<file path="src/rtl/mult_pkg.sv">
// Shared types and constants for the sequential radix-2 Booth multiplier.
package mult_pkg;

  // Default operand/result width; the iteration count equals this width.
  localparam int WIDTH_DEF = 32;

  // Controller states.
  typedef enum logic [1:0] {
    IDLE = 2'd0,
    RUN  = 2'd1,
    DONE = 2'd2
  } state_t;

  // Booth decode of the {Q[0], q_1} pair.
  localparam logic [1:0] BOOTH_HOLD0 = 2'b00;
  localparam logic [1:0] BOOTH_ADD   = 2'b01;
  localparam logic [1:0] BOOTH_SUB   = 2'b10;
  localparam logic [1:0] BOOTH_HOLD1 = 2'b11;

endpackage

</file>
<file path="src/rtl/booth_step.sv">
// One radix-2 Booth iteration over {A, Q, q_1}:
// add/subtract/hold M into A, then arithmetic shift right by one.
module booth_step
  import mult_pkg::*;
#(
  parameter int WIDTH = WIDTH_DEF
) (
  input  logic [WIDTH:0]   a,
  input  logic [WIDTH-1:0] q,
  input  logic             q_1,
  input  logic [WIDTH:0]   m,
  output logic [WIDTH:0]   a_next,
  output logic [WIDTH-1:0] q_next,
  output logic             q_1_next
);

  logic [WIDTH:0] sum;

  // Booth add/sub/hold followed by the arithmetic shift of the whole triple.
  always_comb begin
    // NOTE: every combinational output gets a default first so no path leaves it unassigned (no latch).
    sum = a;
    case ({q[0], q_1})
      BOOTH_ADD: sum = a + m;
      BOOTH_SUB: sum = a - m;
      default:   sum = a;
    endcase
    a_next   = {sum[WIDTH], sum[WIDTH:1]};
    q_next   = {sum[0], q[WIDTH-1:1]};
    q_1_next = q[0];
  end

endmodule

</file>
<file path="src/rtl/booth_mult.sv">
// Sequential radix-2 Booth multiplier: one signed iteration per clock,
// returning the low word of the product plus a signed-overflow flag.
module booth_mult
  import mult_pkg::*;
#(
  parameter int WIDTH = WIDTH_DEF
) (
  input  logic             clk,
  input  logic             rst_n,
  input  logic             start,
  input  logic [WIDTH-1:0] multiplicand,
  input  logic [WIDTH-1:0] multiplier,
  output logic             busy,
  output logic             done,
  output logic [WIDTH-1:0] result,
  output logic             overflow
);

  localparam int CW = $clog2(WIDTH) + 1;

  state_t           state, state_next;
  logic [WIDTH:0]   a, m;
  logic [WIDTH-1:0] q;
  logic             q_1;
  logic [CW-1:0]    count;

  logic [WIDTH:0]   a_next;
  logic [WIDTH-1:0] q_next;
  logic             q_1_next;

  logic accept;
  logic last;

  // A new operation is taken whenever the unit is not iterating.
  assign accept = start && (state == IDLE || state == DONE);
  assign last   = (state == RUN) && (count == CW'(WIDTH - 1));

  booth_step #(.WIDTH(WIDTH)) u_step (
    .a        (a),
    .q        (q),
    .q_1      (q_1),
    .m        (m),
    .a_next   (a_next),
    .q_next   (q_next),
    .q_1_next (q_1_next)
  );

  // State register.
  always_ff @(posedge clk or negedge rst_n) begin
    // NOTE: sequential state is updated with non-blocking assignments so all flops sample the same pre-edge values.
    if (!rst_n) state <= IDLE;
    else        state <= state_next;
  end

  // Next-state logic: DONE may chain straight into RUN on a new start.
  always_comb begin
    state_next = state;
    case (state)
      IDLE:    if (start) state_next = RUN;
      RUN:     if (last)  state_next = DONE;
      DONE:    state_next = start ? RUN : IDLE;
      default: state_next = IDLE;
    endcase
  end

  // Status outputs decoded from the state register only.
  always_comb begin
    busy = (state == RUN);
    done = (state == DONE);
  end

  // Datapath: load on accept, iterate in RUN, capture result on the last step.
  always_ff @(posedge clk or negedge rst_n) begin
    if (!rst_n) begin
      a        <= '0;
      q        <= '0;
      q_1      <= 1'b0;
      m        <= '0;
      count    <= '0;
      result   <= '0;
      overflow <= 1'b0;
    end else if (accept) begin
      a     <= '0;
      q     <= multiplier;
      q_1   <= 1'b0;
      m     <= {multiplicand[WIDTH-1], multiplicand};
      count <= '0;
    end else if (state == RUN) begin
      a     <= a_next;
      q     <= q_next;
      q_1   <= q_1_next;
      count <= count + CW'(1);
      if (last) begin
        result   <= q_next;
        // The product fits in WIDTH signed bits only if the high word is a pure sign extension.
        overflow <= (a_next[WIDTH-1:0] != {WIDTH{q_next[WIDTH-1]}});
      end
    end
  end

endmodule

</file>
<file path="config.mk">
export PLATFORM = sky130hd
export DESIGN_NAME = booth_mult
export DESIGN_NICKNAME = d
export VERILOG_FILES = /design/src/rtl/mult_pkg.sv /design/src/rtl/booth_step.sv /design/src/rtl/booth_mult.sv
export SDC_FILE = /design/constraint.sdc
export NUM_CORES = 1
export LEC_CHECK = 0
export BUFFER_PORTS_ARGS = -buffer_cell sky130_fd_sc_hd__buf_2
export CORE_MARGIN = 2
export CORE_UTILIZATION = 60
export CTS_CLUSTER_DIAMETER = 40
export CTS_CLUSTER_SIZE = 8
export DETAILED_ROUTE_END_ITERATION = 16
export PLACE_DENSITY = 0.82
export SLEW_MARGIN = 25
export SYNTH_ARGS = -nofsm -noshare
export SYNTH_HDL_FRONTEND = slang
export SYNTH_SLANG_ARGS = --single-unit
</file>
<file path="constraint.sdc">
create_clock -name clk -period 9.9 [get_ports clk]
set_clock_uncertainty 0.1 [all_clocks]
set_input_delay 0.495 -clock clk [delete_from_list [all_inputs] [get_ports clk]]
set_output_delay 0.495 -clock clk [all_outputs]
set_load 0.02 [all_outputs]
</file>
==> summary.md, run 1 <==
| Metric | Value |
|---|---|
| Worst hold slack | `-0.04941 ns` |
| Initial antenna violation count | `0` |
| Core Box Area | `~14000 sq um` |
| Die area | `15300 sq um` |
| Cell family with most CP delay | `simple AND/OR/NAND/NOR gates` |
| Post-CTS setup buffer count | `0` |
| Post-Synthesis Cells | `996` |
| WP data arrival | `about 5.7 ns` |
| Worst Path Max Fanout | `7` |
| CP Launch Point | `m[2]$_DFFE_PN0P_` |
| CTS H-tree depth | `4` |
| Origin of the critical flop-to-flop path | `m[2]$_DFFE_PN0P_` |
| Most common cell after layout, fill and taps aside | `nand2_1` |
| Die Y | `123.7 um` |
| Crit path launch type | `flip-flop` |
| Reg2Reg Setup Slack | `between 4 and 5 ns` |
| First-pass GRT wire length | `about 39000 um` |
| Io pins | `about 100` |
| M1 GR Usage | `0.4526` |
| Worst slew pin tran | `approximately 1.0 ns` |
| Post-synthesis sequential area ratio | `0.4017` |
| Root Buffer | `clkbuf_16` |
| Inserted Clock Buffers | `17` |
| Number of global-route vias before repair | `7669` |
| FFs w/ async S/R, synth | `1.000` |
| Share of cells above drive strength 1 | `0.1744` |
| Failing checks | `hold timing` |
| Reg clk slew, reported paths | `~0.06 ns` |
| Met2 global-route usage | `0.4976` |
| First-pass iteration count of the detailed router | `5` |
| Max-cap check violation count | `0` |
| EDFF count, synth | `0` |
| Syn-to-layout area delta | `13.58%` |
| Nets | `between 1000 and 1500` |
| R2R depth | `19` |
| Area of the mapped netlist | `8596 sq um` |
| Number of port buffers | `101` |
| Final HPWL from detailed placement | `15860 um` |
| Crit path depth | `19` |
| Routed len/inst | `around 19 um` |
| Max_slew headroom | `0.3295` |
| Final hold viol count | `12` |
| Setup crit end kind | `flip-flop` |
| Worst-skew pair later-pin latency | `0.42 ns` |
| Routed Antenna Nets | `0` |
| Die Wd | `~120 um` |
| CTS tree | `yes` |
| Sum of buffers and inverters on the critical path | `0` |
| Total GRT Usage | `0.3247` |
| YS warnings | `0` |
| Crit path to | `overflow$_DFFE_PN0P_` |
| Layer with the highest usage | `met2` |
| Min-Delay Path Class | `in -> async` |
| Final WL | `roughly 23000 um` |
| Mean post-synth cell area | `roughly 8.6 sq um` |
| DRC Markers | `0` |
| Clock Tree Buf Depth | `2` |
| Post-synthesis cell type count | `slightly below 70` |
| Synthesized flop and latch total | `~140` |
| CTS Sinks | `approximately 140` |
| Setup Crit Path Kind | `reg -> reg` |
| Met3 Use GR | `0.07692` |
| CP max-delay cell | `or4b_1` |
| Final Critical Period | `approximately 5.5 ns` |
| Post-route clock period utilization | `0.5596` |
| Setup tns final | `0 ns` |
| # diodes | `0` |
| Cts hold-fix bufs | `0` |
| Leading cell types in the layout, fill and taps excluded | `226 x nand2_1, 138 x dfrtp_1, 100 x buf_2` |
| Setup violators final | `0` |
| Post-DR vias/cell | `6.248` |
| Starting Density | `0.6169` |
| GRT overflow | `0` |
| RSZ-0062 raised after global routing | `false` |
| Via count | `roughly 7900` |
| Crit path largest cell delay | `0.54 ns` |
| Rows | `43` |
| Max-slew violation count | `0` |
| FMAX | `180.5 MHz` |
| Req. time, crit path | `about 10 ns` |
| Outcome | `finished, violations left` |
| Main synth FF type | `dfrtp_1` |
| GPL Wtd Cong | `0.9583` |
| DR iter-0 viols | `926` |
| Post-cts resize count | `0` |
| Syn_nets | `approximately 1100` |
| Largest net degree at the start of global routing | `71` |
| Reg2reg end | `overflow$_DFFE_PN0P_` |
| Critical Path, Cell by Cell | `nor3_1 > nand4_1 > or3_1 > or2_2 > nor2_1 > nor2_1 > xnor2_1 > ha_1 > nand4_1 > nor4_1 > o2111ai_1 > nand3_1 > mux2_1 > a21oi_1 > or4b_1 > nor3_1 > a311oi_1 > a211oi_1 > o22ai_1` |
## state kept, by name (all words and copies together) (netlist names)
| register | count |
|---|---|
| a | 32 |
| m | 32 |
| q | 32 |
| result | 32 |
| count | 6 |
| state | 2 |
| overflow | 1 |
| q_1 | 1 |
## logic make-up (layout without fill, tap and decap cells)
| family | after synthesis | after routing | share of synthesized area |
|---|---|---|---|
| AOI/OAI and AO/OA | 251 | 251 | 0.1920 |
| xor gates and xnor gates | 58 | 58 | 0.05910 |
| adders and majority gates | 36 | 36 | 0.05328 |
| buffers and inverters | 71 | 153 | 0.03275 |
| DFF | 138 | 138 | 0.4017 |
| muxes | 42 | 42 | 0.05502 |
| and+or+nand+nor | 400 | 400 | 0.2061 |
## layer usage
layer | up-vias | share of wire
met1 | 3739 | 0.43
met4 | 0 | 0.027
met2 | 380 | 0.46
li1 | 3684 | -
met3 | 57 | 0.086
met5 | - | 0
## Yosys cell counts (3+ instances only)
cell        n  area (sq um)
nor3_1     17         85.08
mux2i_1     9         90.09
mux2_2     31         349.1
or4_1       5         37.54
xor2_1     20         175.2
nor3b_1     3         22.52
o41ai_1     3         26.28
a211oi_1    7         52.55
buf_1       5         18.77
inv_1      13         48.80
nand4_1    22         137.6
a31o_2      3         26.28
clkbuf_1   45         168.9
dfrtp_1   138          3453
and2_1      4         25.02
buf_2       6         30.03
a21oi_1    54         270.3
o21a_1      9         67.56
nand3_1    11         55.05
nor2b_1     5         31.28
o21ai_0    61         305.3
or3_1       4         25.02
nand2b_1    9         56.30
nor2_1     71         266.5
a22oi_1    34         255.2
o31ai_1     7         52.55
and3_1      3         18.77
o211ai_1    7         52.55
xnor2_1    38         332.8
ha_1       35         437.9
nor4_1      6         37.54
nand2_1   226         848.3
o21ai_1     3         15.01
a22o_1     15         131.4
a21o_1     15         112.6
a31oi_1    10         62.56
## through the flow
step	cells	hold slack, ns	util	cell area, sq um	setup WS (ns)
finish	1258	-0.04941	0.7006	9763	4.360
global route	1258	0.02423	0.7006	9763	4.011
CTS	1258	0.002995	0.7006	9763	4.466
detailed placement	1228	0.3895	0.6593	9188	4.507
global placement	1228	0.3838	0.6592	9185	4.558
floorplan	996	0.09941	-	8596	5.249
## worst min path at each step
stage                                       end  slack (ns)  cells past startpoint
after floorplan                a[0]$_DFFE_PN0P_         0.1                      0
after global placement        q[12]$_DFFE_PN0P_        0.38                      2
after detailed placement  result[4]$_DFFE_PN0P_        0.39                      1
after CTS                     a[21]$_DFFE_PN0P_       0.003                      1
after global routing          a[21]$_DFFE_PN0P_        0.02                      1
final                         a[25]$_DFFE_PN0P_       -0.05                      1
## area by class of cell
type | count | area (sq um)
multi-input cells | 787 | 4885
fillers | 1064 | 4172
flip-flops and latches | 138 | 3453
repair buffers | 109 | 571.8
clock buffers | 19 | 452.9
well taps | 180 | 225.2
clock inverters | 11 | 122.6
inverters | 14 | 52.55
## worst reg2reg max path, cell delays in order (launching register included)
cell       delay [ns]
dfrtp_1          0.42
nor3_1           0.46
nand4_1          0.21
or3_1            0.44
or2_2            0.34
nor2_1           0.10
nor2_1           0.06
xnor2_1          0.19
ha_1             0.44
nand4_1          0.28
nor4_1           0.37
o2111ai_1        0.18
nand3_1          0.24
mux2_1           0.22
a21oi_1          0.05
or4b_1           0.54
nor3_1           0.15
a311oi_1         0.09
a211oi_1         0.39
o22ai_1          0.15
Power of run 1 is not shown: default switching activity piles up to over one toggle a cycle in this logic, so the estimate is an artifact.
==> inputs of run 2 (changes only) <==
--- a/config.mk
+++ b/config.mk
@@ -5,13 +5,14 @@
 export SDC_FILE = /design/constraint.sdc
 export NUM_CORES = 1
 export LEC_CHECK = 0
+export ABC_AREA = 1
 export BUFFER_PORTS_ARGS = -buffer_cell sky130_fd_sc_hd__buf_2
 export CORE_MARGIN = 2
-export CORE_UTILIZATION = 60
+export CORE_UTILIZATION = 54
 export CTS_CLUSTER_DIAMETER = 40
 export CTS_CLUSTER_SIZE = 8
 export DETAILED_ROUTE_END_ITERATION = 16
-export PLACE_DENSITY = 0.82
+export PLACE_DENSITY = 0.77
 export SLEW_MARGIN = 25
 export SYNTH_ARGS = -nofsm -noshare
 export SYNTH_HDL_FRONTEND = slang
==> constraint.sdc (replaced) <==
create_clock -name clk -period 4.99 [get_ports clk]
set_clock_uncertainty 0.1 [all_clocks]
set_input_delay 0.2495 -clock clk [delete_from_list [all_inputs] [get_ports clk]]
set_output_delay 0.2495 -clock clk [all_outputs]
set_load 0.02 [all_outputs]
==> run 2 against run 1 <==
Effect of this change: the flow now finishes without violations; final cell count up 45%; synthesized cell count increased by 44%; critical path depth grew 7; cell area up 18%; area after synthesis is 12% higher; maximum frequency up 25%; utilization decreased by 3.7 points; sequential cell count stayed put.
==> summary.md, run 2 <==
| Metric | Value |
|---|---|
| Outcome | `completed (was finished, violations left)` |
| Min-Delay Path Class | `in -> reg (was in -> async)` |
| CP Launch Point | `m[0]$_DFFE_PN0P_ (was m[2]$_DFFE_PN0P_)` |
| Leading cell types in the layout, fill and taps excluded | `502 x nand2_1, 261 x inv_1, 138 x dfrtp_1 (was 226 x nand2_1, 138 x dfrtp_1, 100 x buf_2)` |
| Post-synthesis cell type count | `42 (was 69)` |
| Setup violators final | `0 (unchanged)` |
| Max-cap check violation count | `0 (unchanged)` |
| Met3 Use GR | `0.05813 (was 0.07692)` |
| Post-cts resize count | `0 (unchanged)` |
| Largest cells by area after synthesis | `dfrtp_1 36%, nand2_1 20%, inv_1 10% (was dfrtp_1 40%, nand2_1 9.9%, ha_1 5.1%)` |
| Layer with the highest usage | `met2 (unchanged)` |
| Req. time, crit path | `5.21 ns (was 10.08 ns)` |
| Post-route clock period utilization | `0.8897 (was 0.5596)` |
| Mean post-synth cell area | `6.697 sq um (was 8.630 sq um)` |
| Io pins | `102 (unchanged)` |
| Main synth FF type | `dfrtp_1 (unchanged)` |
| Area of the mapped netlist | `9597 sq um (was 8596 sq um)` |
| Syn_nets | `1536 (was 1099)` |
| Final WL | `27940 um (was 23490 um)` |
| M1 GR Usage | `0.4210 (was 0.4526)` |
| FMAX | `225.2 MHz (was 180.5 MHz)` |
| Core Box Area | `17360 sq um (was 13930 sq um)` |
| # diodes | `0 (unchanged)` |
| Total GRT Usage | `0.3085 (was 0.3247)` |
| Area of the multi-input gates | `4959 sq um (was 4885 sq um)` |
| Post-DR vias/cell | `5.351 (was 6.248)` |
| DRC Markers | `0 (unchanged)` |
| Origin of the critical flop-to-flop path | `m[0]$_DFFE_PN0P_ (was m[2]$_DFFE_PN0P_)` |
| Setup crit end kind | `flip-flop (unchanged)` |
| Rows | `48 (was 43)` |
| Number of port buffers | `101 (unchanged)` |
| Worst Path Max Fanout | `6 (was 7)` |
| Post-CTS setup buffer count | `0 (unchanged)` |
| GPL Wtd Cong | `0.9610 (was 0.9583)` |
| Nets | `1687 (was 1170)` |
| DR iter-0 viols | `837 (was 926)` |
| Clock Tree Buf Depth | `2 (unchanged)` |
| Root Buffer | `clkbuf_16 (unchanged)` |
| Routed len/inst | `15.33 um (was 18.67 um)` |
| Final HPWL from detailed placement | `19840 um (was 15860 um)` |
| Largest area contributor in the netlist | `dfrtp_1 (unchanged)` |
| Reg2reg end | `overflow$_DFFE_PN0P_ (unchanged)` |
| Inserted Clock Buffers | `17 (unchanged)` |
| Reg2Reg Setup Slack | `0.55 ns (was 4.36 ns)` |
| First-pass iteration count of the detailed router | `5 (unchanged)` |
| Setup tns final | `0 ns (unchanged)` |
| Sequential Area | `3453 sq um (unchanged)` |
| Routed Antenna Nets | `0 (unchanged)` |
| Reg clk slew, reported paths | `0.07 ns (was 0.06 ns)` |
| YS warnings | `0 (unchanged)` |
| Die Y | `137.3 um (was 123.7 um)` |
| Share of cells above drive strength 1 | `0.1177 (was 0.1744)` |
| Synthesized flop and latch total | `138 (unchanged)` |
| Worst slew pin tran | `0.8289 ns (was 1.006 ns)` |
| Most common cell after layout, fill and taps aside | `nand2_1 (unchanged)` |
| CTS tree | `yes (unchanged)` |
| Number of global-route vias before repair | `9296 (was 7669)` |
| Via count | `9749 (was 7860)` |
| Initial antenna violation count | `0 (unchanged)` |
| Max-slew violation count | `0 (unchanged)` |
| Post-synthesis sequential area ratio | `0.3598 (was 0.4017)` |
| Syn-to-layout area delta | `20.03% (was 13.58%)` |
| Die Wd | `137.3 um (was 123.7 um)` |
| Die area | `18850 sq um (was 15300 sq um)` |
| Final Critical Period | `4.440 ns (was 5.540 ns)` |
| FFs w/ async S/R, synth | `1.000 (unchanged)` |
| Crit path to | `overflow$_DFFE_PN0P_ (unchanged)` |
| RSZ-0062 raised after global routing | `false (unchanged)` |
| Worst-skew pair later-pin latency | `0.42 ns (about the same)` |
| Max_slew headroom | `0.4474 (was 0.3295)` |
| Final hold viol count | `0 (was 12)` |
| Setup Crit Path Kind | `reg -> reg (unchanged)` |
| Layout fillers | `1433 (was 1064)` |
| Met2 global-route usage | `0.4970 (was 0.4976)` |
| CTS H-tree depth | `4 (unchanged)` |
| Largest net degree at the start of global routing | `90 (was 71)` |
| Post-synth top cells | `503 x nand2_1, 261 x inv_1, 138 x dfrtp_1 (was 226 x nand2_1, 138 x dfrtp_1, 71 x nor2_1)` |
| First-pass GRT wire length | `45510 um (was 38550 um)` |
| CTS Sinks | `138 (unchanged)` |
| Count leader, synth | `nand2_1 (unchanged)` |
| Top-area cell type share of the netlist area | `0.3598 (was 0.4017)` |
| Post-Synthesis Cells | `1433 (was 996)` |
| EDFF count, synth | `0 (unchanged)` |
| GRT overflow | `0 (unchanged)` |
| Crit path launch type | `flip-flop (unchanged)` |
| WP data arrival | `4.66 ns (was 5.72 ns)` |
| Cts hold-fix bufs | `64 (was 0)` |
| Starting Density | `0.5529 (was 0.6169)` |
| R2R depth | `26 (was 19)` |
run 2: worst min path at each step:
stage,start,endpoint,slack [ns],depth (start not counted)
4_1_cts,multiplicand[18],m[18]$_DFFE_PN0P_,0.03,3
3_5_place_dp,rst_n,result[24]$_DFFE_PN0P_,0.27,1
3_3_place_gp,rst_n,q[24]$_DFFE_PN0P_,0.27,1
2_1_floorplan,rst_n,a[0]$_DFFE_PN0P_,-0.15,0
6_report,multiplicand[18],m[18]$_DFFE_PN0P_,0.03,3
5_1_grt,multiplicand[18],m[18]$_DFFE_PN0P_,0.06,3
run 2: area by class of cell:
| class | count | area share |
|---|---|---|
| multi-input combinational | 988 | 0.4305 |
| sequential | 138 | 0.2998 |
| timing repair buffer | 173 | 0.1053 |
| inverter | 266 | 0.08668 |
| clock buffer | 18 | 0.03726 |
| tap | 225 | 0.02444 |
| clock inverter | 14 | 0.01608 |
run 2: critical path, stage by stage (launching register included):
cell	delay [ns]
dfrtp_1	0.39
inv_1	0.11
ha_1	0.18
nand3_1	0.17
nor2_2	0.28
nand3b_1	0.19
nor2_1	0.17
nand2_1	0.12
nor4_2	0.23
a21oi_1	0.14
xor2_1	0.19
ha_1	0.41
nand2_1	0.14
nor2_1	0.19
nand2_1	0.12
nor3_1	0.14
nand2_1	0.13
nand3_1	0.10
nand3_1	0.16
nand2_1	0.17
nand2_2	0.08
nor2_2	0.07
nand3_1	0.06
nand2_1	0.10
nand3_1	0.09
nand2_1	0.06
inv_1	0.03
run 2: kinds of logic (layout without fill, tap and decap cells):
logic type,after synthesis,in the layout,synth area share
and+or+nand+nor,737,737,0.3231
adders and majority gates,36,36,0.04772
DFF,138,138,0.3598
AOI/OAI and AO/OA,183,183,0.1163
buffers and inverters,307,471,0.1237
muxes,1,1,0.001043
xor gates and xnor gates,31,31,0.02829
run 2: through the flow:
stage | hold slack [ns] | cell area, sq um | worst slack (ns) | instances | utilization
after floorplan | -0.1461 | 9597 | 1.578 | 1433 | -
after global placement | 0.2708 | 10260 | 0.5689 | 1726 | 0.5913
after detailed placement | 0.2658 | 10260 | 0.6010 | 1726 | 0.5913
after CTS | 0.02977 | 11520 | 0.5798 | 1822 | 0.6636
after global routing | 0.05871 | 11520 | 0.02317 | 1822 | 0.6636
final | 0.02840 | 11520 | 0.5505 | 1822 | 0.6636
run 2: layer usage:
layer / routed length (um) / part of all wire / vias to the layer above
li1: - / - / 4793
met1: 12200 / 0.44 / 4507
met2: 12930 / 0.46 / 393
met3: 2187 / 0.078 / 56
met4: 618 / 0.022 / 0
met5: 0 / 0 / -
Power of run 2 is left out for the same reason.
